$ cat src/rtl/interrupt_arbiter.sv
// Round-robin merge of NUM_SRC edge-triggered interrupt lines onto cp0's single
// interrupt input, holding the request through the TakenInterrupt/ERET handshake.
module interrupt_arbiter #(
  parameter int NUM_SRC = 4
) (
  input  logic               clock,
  input  logic               reset,
  input  logic [NUM_SRC-1:0] irq_in,
  input  logic               mask_wr,
  input  logic [NUM_SRC-1:0] mask_data,
  input  logic               ack_wr,
  input  logic [2:0]         ack_id,
  input  logic               taken,
  input  logic               eret,
  output logic               irq_out,
  output logic [2:0]         irq_id,
  output logic [NUM_SRC-1:0] pending,
  output logic               in_service
);

  // state   | meaning
  // IDLE    | no request outstanding; arbitrate among eligible sources
  // REQ     | irq_out asserted for irq_id, waiting for cp0 to take it
  // SERVICE | handler running; irq_out mirrors the live pending bit
  typedef enum logic [1:0] {IDLE, REQ, SERVICE} state_t;

  state_t             state;
  logic [NUM_SRC-1:0] mask;
  logic [NUM_SRC-1:0] irq_prev;
  logic [NUM_SRC-1:0] rise;
  logic [NUM_SRC-1:0] ack_hot;
  logic [NUM_SRC-1:0] id_hot;
  logic [NUM_SRC-1:0] pending_next;
  logic [NUM_SRC-1:0] eligible;
  logic [NUM_SRC-1:0] eligible_next;
  logic               granted_pend_next;
  logic               granted_elig_next;
  logic [2:0]         rr_ptr;
  logic [2:0]         rr_after;
  logic [2:0]         grant_id;
  logic [3:0]         rr_idx;
  logic               grant_valid;

  always_comb begin
    ack_hot = '0;
    id_hot  = '0;
    for (int i = 0; i < NUM_SRC; i++) begin
      ack_hot[i] = ack_wr && (ack_id == 3'(i));
      id_hot[i]  = (irq_id == 3'(i));
    end
  end

  // A rising edge outranks a same-cycle ack of the same bit.
  assign rise              = irq_in & ~irq_prev;
  assign pending_next      = (pending & ~ack_hot) | rise;
  assign eligible          = pending & mask;
  assign eligible_next     = pending_next & (mask_wr ? mask_data : mask);
  assign granted_pend_next = |(pending_next & id_hot);
  assign granted_elig_next = |(eligible_next & id_hot);
  assign rr_after          = (irq_id == 3'(NUM_SRC - 1)) ? 3'd0 : irq_id + 3'd1;

  // Search rr_ptr, rr_ptr+1, ... wrapping at NUM_SRC; first eligible wins.
  always_comb begin
    grant_valid = 1'b0;
    grant_id    = '0;
    rr_idx      = '0;
    for (int k = 0; k < NUM_SRC; k++) begin
      rr_idx = 4'(rr_ptr) + 4'(k);
      if (rr_idx >= 4'(NUM_SRC)) rr_idx = rr_idx - 4'(NUM_SRC);
      for (int i = 0; i < NUM_SRC; i++) begin
        if (!grant_valid && eligible[i] && (rr_idx == 4'(i))) begin
          grant_valid = 1'b1;
          grant_id    = 3'(i);
        end
      end
    end
  end

  always_ff @(posedge clock or negedge reset) begin
    if (!reset) begin
      irq_prev <= '0;
      pending  <= '0;
      mask     <= '0;
    end else begin
      irq_prev <= irq_in;
      pending  <= pending_next;
      if (mask_wr) mask <= mask_data;
    end
  end

  always_ff @(posedge clock or negedge reset) begin
    if (!reset) begin
      state      <= IDLE;
      rr_ptr     <= '0;
      irq_out    <= 1'b0;
      irq_id     <= '0;
      in_service <= 1'b0;
    end else begin
      case (state)
        IDLE: begin
          if (grant_valid) begin
            irq_id  <= grant_id;
            irq_out <= 1'b1;
            state   <= REQ;
          end else begin
            irq_out <= 1'b0;
          end
        end
        REQ: begin
          if (taken) begin
            state      <= SERVICE;
            in_service <= 1'b1;
            irq_out    <= granted_pend_next;
          end else if (!granted_elig_next) begin
            state   <= IDLE;
            irq_out <= 1'b0;
          end
        end
        SERVICE: begin
          if (eret) begin
            state      <= IDLE;
            in_service <= 1'b0;
            irq_out    <= 1'b0;
            rr_ptr     <= rr_after;
          end else begin
            irq_out <= granted_pend_next;
          end
        end
        default: begin
          state      <= IDLE;
          in_service <= 1'b0;
          irq_out    <= 1'b0;
        end
      endcase
    end
  end

endmodule

$ cat config.mk
export PLATFORM = sky130hd
export DESIGN_NAME = interrupt_arbiter
export DESIGN_NICKNAME = d
export VERILOG_FILES = /design/src/rtl/interrupt_arbiter.sv
export SDC_FILE = /design/constraint.sdc
export NUM_CORES = 1
export LEC_CHECK = 0
export CORE_AREA = 5 5 58 60
export CTS_CLUSTER_SIZE = 28
export DETAILED_ROUTE_END_ITERATION = 12
export DIE_AREA = 0 0 63 65
export MAX_ROUTING_LAYER = met4
export PLACE_DENSITY = 0.72
export SKIP_CTS_REPAIR_TIMING = 1
export SYNTH_ARGS = -nofsm -noshare
export SYNTH_HDL_FRONTEND = slang
export SYNTH_SLANG_ARGS = --single-unit
export TNS_END_PERCENT = 10
$ cat constraint.sdc
create_clock -name clock -period 1.9 [get_ports clock]
set_input_delay 0.19 -clock clock [delete_from_list [all_inputs] [get_ports clock]]
set_output_delay 0.19 -clock clock [all_outputs]
set_load 0.02 [all_outputs]
======== Word-level counts from Yosys, hierarchy flattened ========
Index checks and enable logic that the tools add are counted.
word-level totals
  RAM bits ................................ 0
  logic and storage cells ................. 167
  bits in latches ......................... 0
  output and inout bits ................... 9
  input bits .............................. 17
  register bits after elaboration ......... 22
  bits in read-only memories .............. 0
  memories kept ........................... 0
cells by class
  $lt $le $gt $ge ......................... 4
  mux-type cells .......................... 50
  multipliers ............................. 0
  equality and inequality tests ........... 24
  bitwise gates (word level) .............. 10
  reductions and logical operators ........ 63
  shift-type cells ........................ 0
  div/mod/pow operators ................... 0
  $add $sub $neg .......................... 8
operator list
  operator               count
  $mux W3                15
  $logic_and A1 B1 Y1    35
  $eq A4 B2 Y1 const B   8
  $and A4 B4 Y4          6
  $mux W1                23
  $mux W4                5
  $eq A4 B1 Y1 const B   4
  $logic_not A4 Y1       4
  $logic_not A1 Y1       15
  $eq A3 B2 Y1 const B   4
  $ge A4 B3 Y1 const B   3
  $sub A4 B3 Y4 const B  3
  $add A3 B2 Y4 const B  2
  $mux W2                4
  $not A4 Y4             2
  $reduce_or A4 Y1       2
  $eq A3 B1 Y1 const B   2
  $logic_not A3 Y1       2
  $ne A2 B2 Y1 const B   3
  $pmux W1 S3            2
  $pmux W2 S3            1
  $reduce_and A3 Y1      2
  $add A3 B1 Y4 const B  1
  $or A4 B4 Y4           1
  other kinds (9)        10

======== Depth between registers and ports, before layout ========
  depth in word-level cells ............... 67
  depth in mapped cells ................... 8
  mapped depth without buffers ............ 7

======== Worst setup path before layout ========
No wires, ideal clock.
  path kind ............................... reg2reg
  start point ............................. register rr_ptr[0]
  end point ............................... register irq_id[0]
  stages on the path, launching flop included .. 9
  clock period less this slack ............ 1.978 ns
  data arrival time ....................... 1.825 ns
  path buffers ............................ 1
  library setup time ...................... 0.153 ns
  slack ................................... -0.078 ns
  required time ........................... 1.747 ns
  cells stage by stage .................... dfrtp_1 buf_6 or2_4 ha_1 nand2b_1 o21ai_0 a211oi_1 a311o_1 a22oi_1
between the ends
  cells in the longest elaborated chain, start to end .. 66
  elaborated cells between the ends (all ways) .. 109
  those cells by class .................... 7 x add/sub; 4 x order compare; 12 x eq/ne; 35 x mux; 51 x reduce/logical
ends and longest elaborated chain
  item                                           RTL line  text
  from (decl)                                    38        logic [2:0] rr_ptr;
  from (signal assigned)                         124       rr_ptr <= rr_after;
  $sub A3 B3 Y4 or $ge A3 B3 Y1 (tied branches)  69        if (rr_idx >= 4'(NUM_SRC)) rr_idx = rr_idx - 4'(NUM_SRC);
  $mux W4                                        69
  $logic_not A4 Y1                               71        if (!grant_valid && eligible[i] && (rr_idx == 4'(i))) begin
  $logic_and A1 B1 Y1                            71
  $mux W1                                        71
  $logic_not A1 Y1                               71
  $logic_and A1 B1 Y1 (2 in a row)               71
  $mux W1                                        71
  (+47 left out)                                 n/a
  $mux W1                                        71
  $logic_not A1 Y1                               71
  $logic_and A1 B1 Y1 (2 in a row)               71
  $mux W1                                        71
  $logic_not A1 Y1                               71
  $logic_and A1 B1 Y1 (2 in a row)               71
  $mux W1                                        71
  $reduce_and A2 Y1 (no source line)             n/a
  to (signal assigned)                           102       irq_id <= grant_id;
  to (decl)                                      16        output logic [2:0] irq_id,
Several ways; a longest one is shown, not always the timed one.
A chain may end at the register's enable or synchronous reset.

======== Worst setup path after layout ========
  start point ............................. register rr_ptr[1]
  end point ............................... register irq_out
between the ends
  cells in the longest elaborated chain, start to end .. 67
  elaborated cells between the ends (all ways) .. 95
  those cells by class .................... 7 x add/sub; 4 x order compare; 12 x eq/ne; 22 x mux; 50 x reduce/logical
ends and longest elaborated chain
  item                                           RTL line  text
  $sub A3 B3 Y4 or $ge A3 B3 Y1 (tied branches)  69
  $mux W4                                        69
  $logic_not A4 Y1                               71
  $logic_and A1 B1 Y1                            71
  $mux W1                                        71
  $logic_not A1 Y1                               71
  $logic_and A1 B1 Y1 (2 in a row)               71
  $mux W1                                        71
  (+48 left out)                                 n/a
  $logic_not A1 Y1                               71
  $logic_and A1 B1 Y1 (2 in a row)               71
  $mux W1                                        71
  $logic_not A1 Y1                               71
  $logic_and A1 B1 Y1 (2 in a row)               71
  $mux W1 *                                      71
  $mux W1 *                                      101       if (grant_valid) begin
  $pmux W1 S3 *                                  99        case (state)
  to (signal assigned)                           113       irq_out <= granted_pend_next;
  to (signal assigned)                           126       irq_out <= granted_pend_next;
  to (decl)                                      15        output logic irq_out,
Mark *: on every way between the ends. The rest lies on a longest branch, timed or not.

==> results.toml <==
[place]
hpwl_um = 2132
place_congestion = 0.8311
place.port_buffers = 24

[pwr]
leakage_nw = 0.6098
power_mw = 1.954
clockPowerShare_pct = 12.8
p_sw_uw = 790.3
ir_worst_vdd_v = 0.0007200
swShare_pct = 40.45
powerDensity_mw_per_mm2 = 1258
p_comb_share_pct = 53.8
p_seq_share_pct = 33.4
intPower_mw = 1.163

[status]
outcome = "complete, but fails checks"
failed_checks = "negative setup slack"

[global_route]
grt_max_degree = 21
overflow = 0
grt_pass1_vias = 1097
antenna_found_initial = 0
gr-usage-all-layers_pct = 14.64
grt_pass1_wl_um = 4788

[clock_network]
clk_pin_slew_ps = 110
cts_root_buf = "clkbuf_4"
insertion_delay_ps = 300
h-tree-depth = 1
cts_buffer_depth = 2
numCtsBuffers = 3
clock_sinks = 20
cts_tree = "yes"

[layout]
drive_gt1_share_pct = 14.38
n_antenna_cell = 0
n_fill_cell = 254
multiInputGateArea_um2 = 674.4
area_growth_pct = 33.30
fin_util_pct = 53.96
regArea_um2 = 500.5
layout.nets = 176

[sta]
setup_viol = 2
fin_crit_ps = 1929
slew_violations = 0
fmax_ghz = 0.5185
layout_setup_ws_ps = -28.64
rsz0062_at_grt = "true"
finalCritPeriodShare_pct = 101.5
hold_viol = 0
clock_skew_ps = 2.221

[logic_synthesis]
ys_ff_latch = 20
netlist_area_mm2 = 0.001165
syn_avg_cell_area_um2 = 9.470
synthMostInstantiatedCell = "dfrtp_1"
async_flop_share_pct = 100.0
synth_top_area_cell = "dfrtp_1"
synthTopCellsByCount = "dfrtp_1, nand2_1, o21ai_0, a21oi_1"
synth-seq-area-share_pct = 42.96
synth_flop_cell = "dfrtp_1"
synth_area_leaders = "dfrtp_1, ha_1, mux2_2"
synth_fp_nets = 145
synth_warnings = 0
synthCells = 123
yosysUniqueCellTypes = 34
synth_edf_count = 0
synth_top_area_share_pct = 42.96

[detailed_routing]
dr.pass1.iters = 4
first_iter_violations = 26
dr_total_vias = 1026
wirelength_um = 2830
wl_per_cell_um = 15.22
ant_nets = 0
drc = 0
vias_per_cell = 5.516

[job]
drv_cap = 0

[worst_setup_path]
cp_max_fo = 4
required_ps = 2080
cp-start-kind = "flop"
rr_worst_depth = 7
crit_arrival_ps = 2110
endpoint_kind = "flop"
critical_path_class = "flop to flop"

[floorplanning]
core-area_mm2 = 0.002878
die_h_um = 65
design.die.area_mm2 = 0.004095
rows = 20
pin_count = 26
initial_utilization_pct = 40.48
die_w_um = 63

[min_path]
hold_class = "primary input to async pin"
[kinds of logic (layout without fill, tap and decap cells)]
group | Yosys count | in the layout | share of synthesized area (%)
compound gates | 33 | 33 | 17.72
other cells | 2 | 2 | 0.6447
flops | 20 | 20 | 42.96
fa+ha+maj | 5 | 5 | 5.371
mux | 5 | 5 | 4.833
buf+inv | 9 | 39 | 3.974
simple gates | 49 | 49 | 24.49
[final cells by class]
type	instances	share of cell area (%)
inverters	6	1.450
well taps	33	2.659
flip-flops and latches	20	32.23
clock buffers	4	2.337
multi-input cells	94	43.43
repair buffers	29	17.89
[through the flow]
step | worst slack, ps | hold WS [ps] | TNS (ps) | area [µm²] | std cells
global route | -108.1 | 222.0 | -348.9 | 1553 | 186
detailed placement | -21.70 | 508.9 | -58.19 | 1458 | 180
CTS | -50.00 | 212.7 | -173.8 | 1494 | 184
global placement | 38.69 | 484.3 | 0 | 1458 | 180
floorplan | 8.191 | -105.6 | 0 | 1177 | 123
finish | -28.64 | 204.6 | -41.48 | 1553 | 186
[state kept, by name (all words and copies together) (netlist names)]
name,cells
in_service,1
irq_id,2
irq_out,1
irq_prev,4
mask,4
pending,4
rr_ptr,2
state,2
[power groups by stage]
stage / registers (mW) / clock network (mW) / logic, mW
2_1_floorplan: 0.691 / 0 / 0.557
3_3_place_gp: 0.643 / 0 / 0.890
3_5_place_dp: 0.651 / 0 / 0.910
4_1_cts: 0.643 / 0.254 / 0.921
5_1_grt: 0.679 / 0.278 / 1.16
6_report: 0.652 / 0.251 / 1.05
[critical path, cell delays in order (launching register included)]
cell      delay [ps]
dfrtp_1          390
or2_4            260
ha_4             280
nand2b_4         110
o21ai_2           50
a211oi_2         280
a311o_1          300
o211ai_1         120
[layer usage]
layer / track usage, % / up-vias / part of all wire (%)
li1: - / 505 / -
met1: 17.53 / 493 / 43
met2: 25.77 / 24 / 53
met3: 1.906 / 4 / 3.7
met4: 3.979 / 0 / 0.88
met5: - / - / 0
[cell usage in the layout, fill, tap and decap left out, drive strengths merged, types with 6 or more instances in the layout]
master	synthesis	layout
nor2b	6	6
nand2b	6	6
nand3	6	6
nand2	11	11
dfrtp	20	20
inv	6	6
clkdlybuf4s50	0	24
o21ai	10	10
a21oi	8	8
[final timing paths]
check                                             from                     end  slack, ps
min in group clock                           irq_in[2]   irq_prev[2]$_DFF_PN0_        330
max in group asynchronous                        reset   rr_ptr[0]$_DFFE_PN0P_       1480
worst max-delay path             rr_ptr[1]$_DFFE_PN0P_     irq_out$_DFFE_PN0P_        -30
worst min register to register  in_service$_DFFE_PN0P_  in_service$_DFFE_PN0P_        530
worst max register to register   rr_ptr[1]$_DFFE_PN0P_     irq_out$_DFFE_PN0P_        -30
worst min-delay path                             reset   irq_prev[3]$_DFF_PN0_        200
Note: power is estimated with default switching activity, not from simulation.
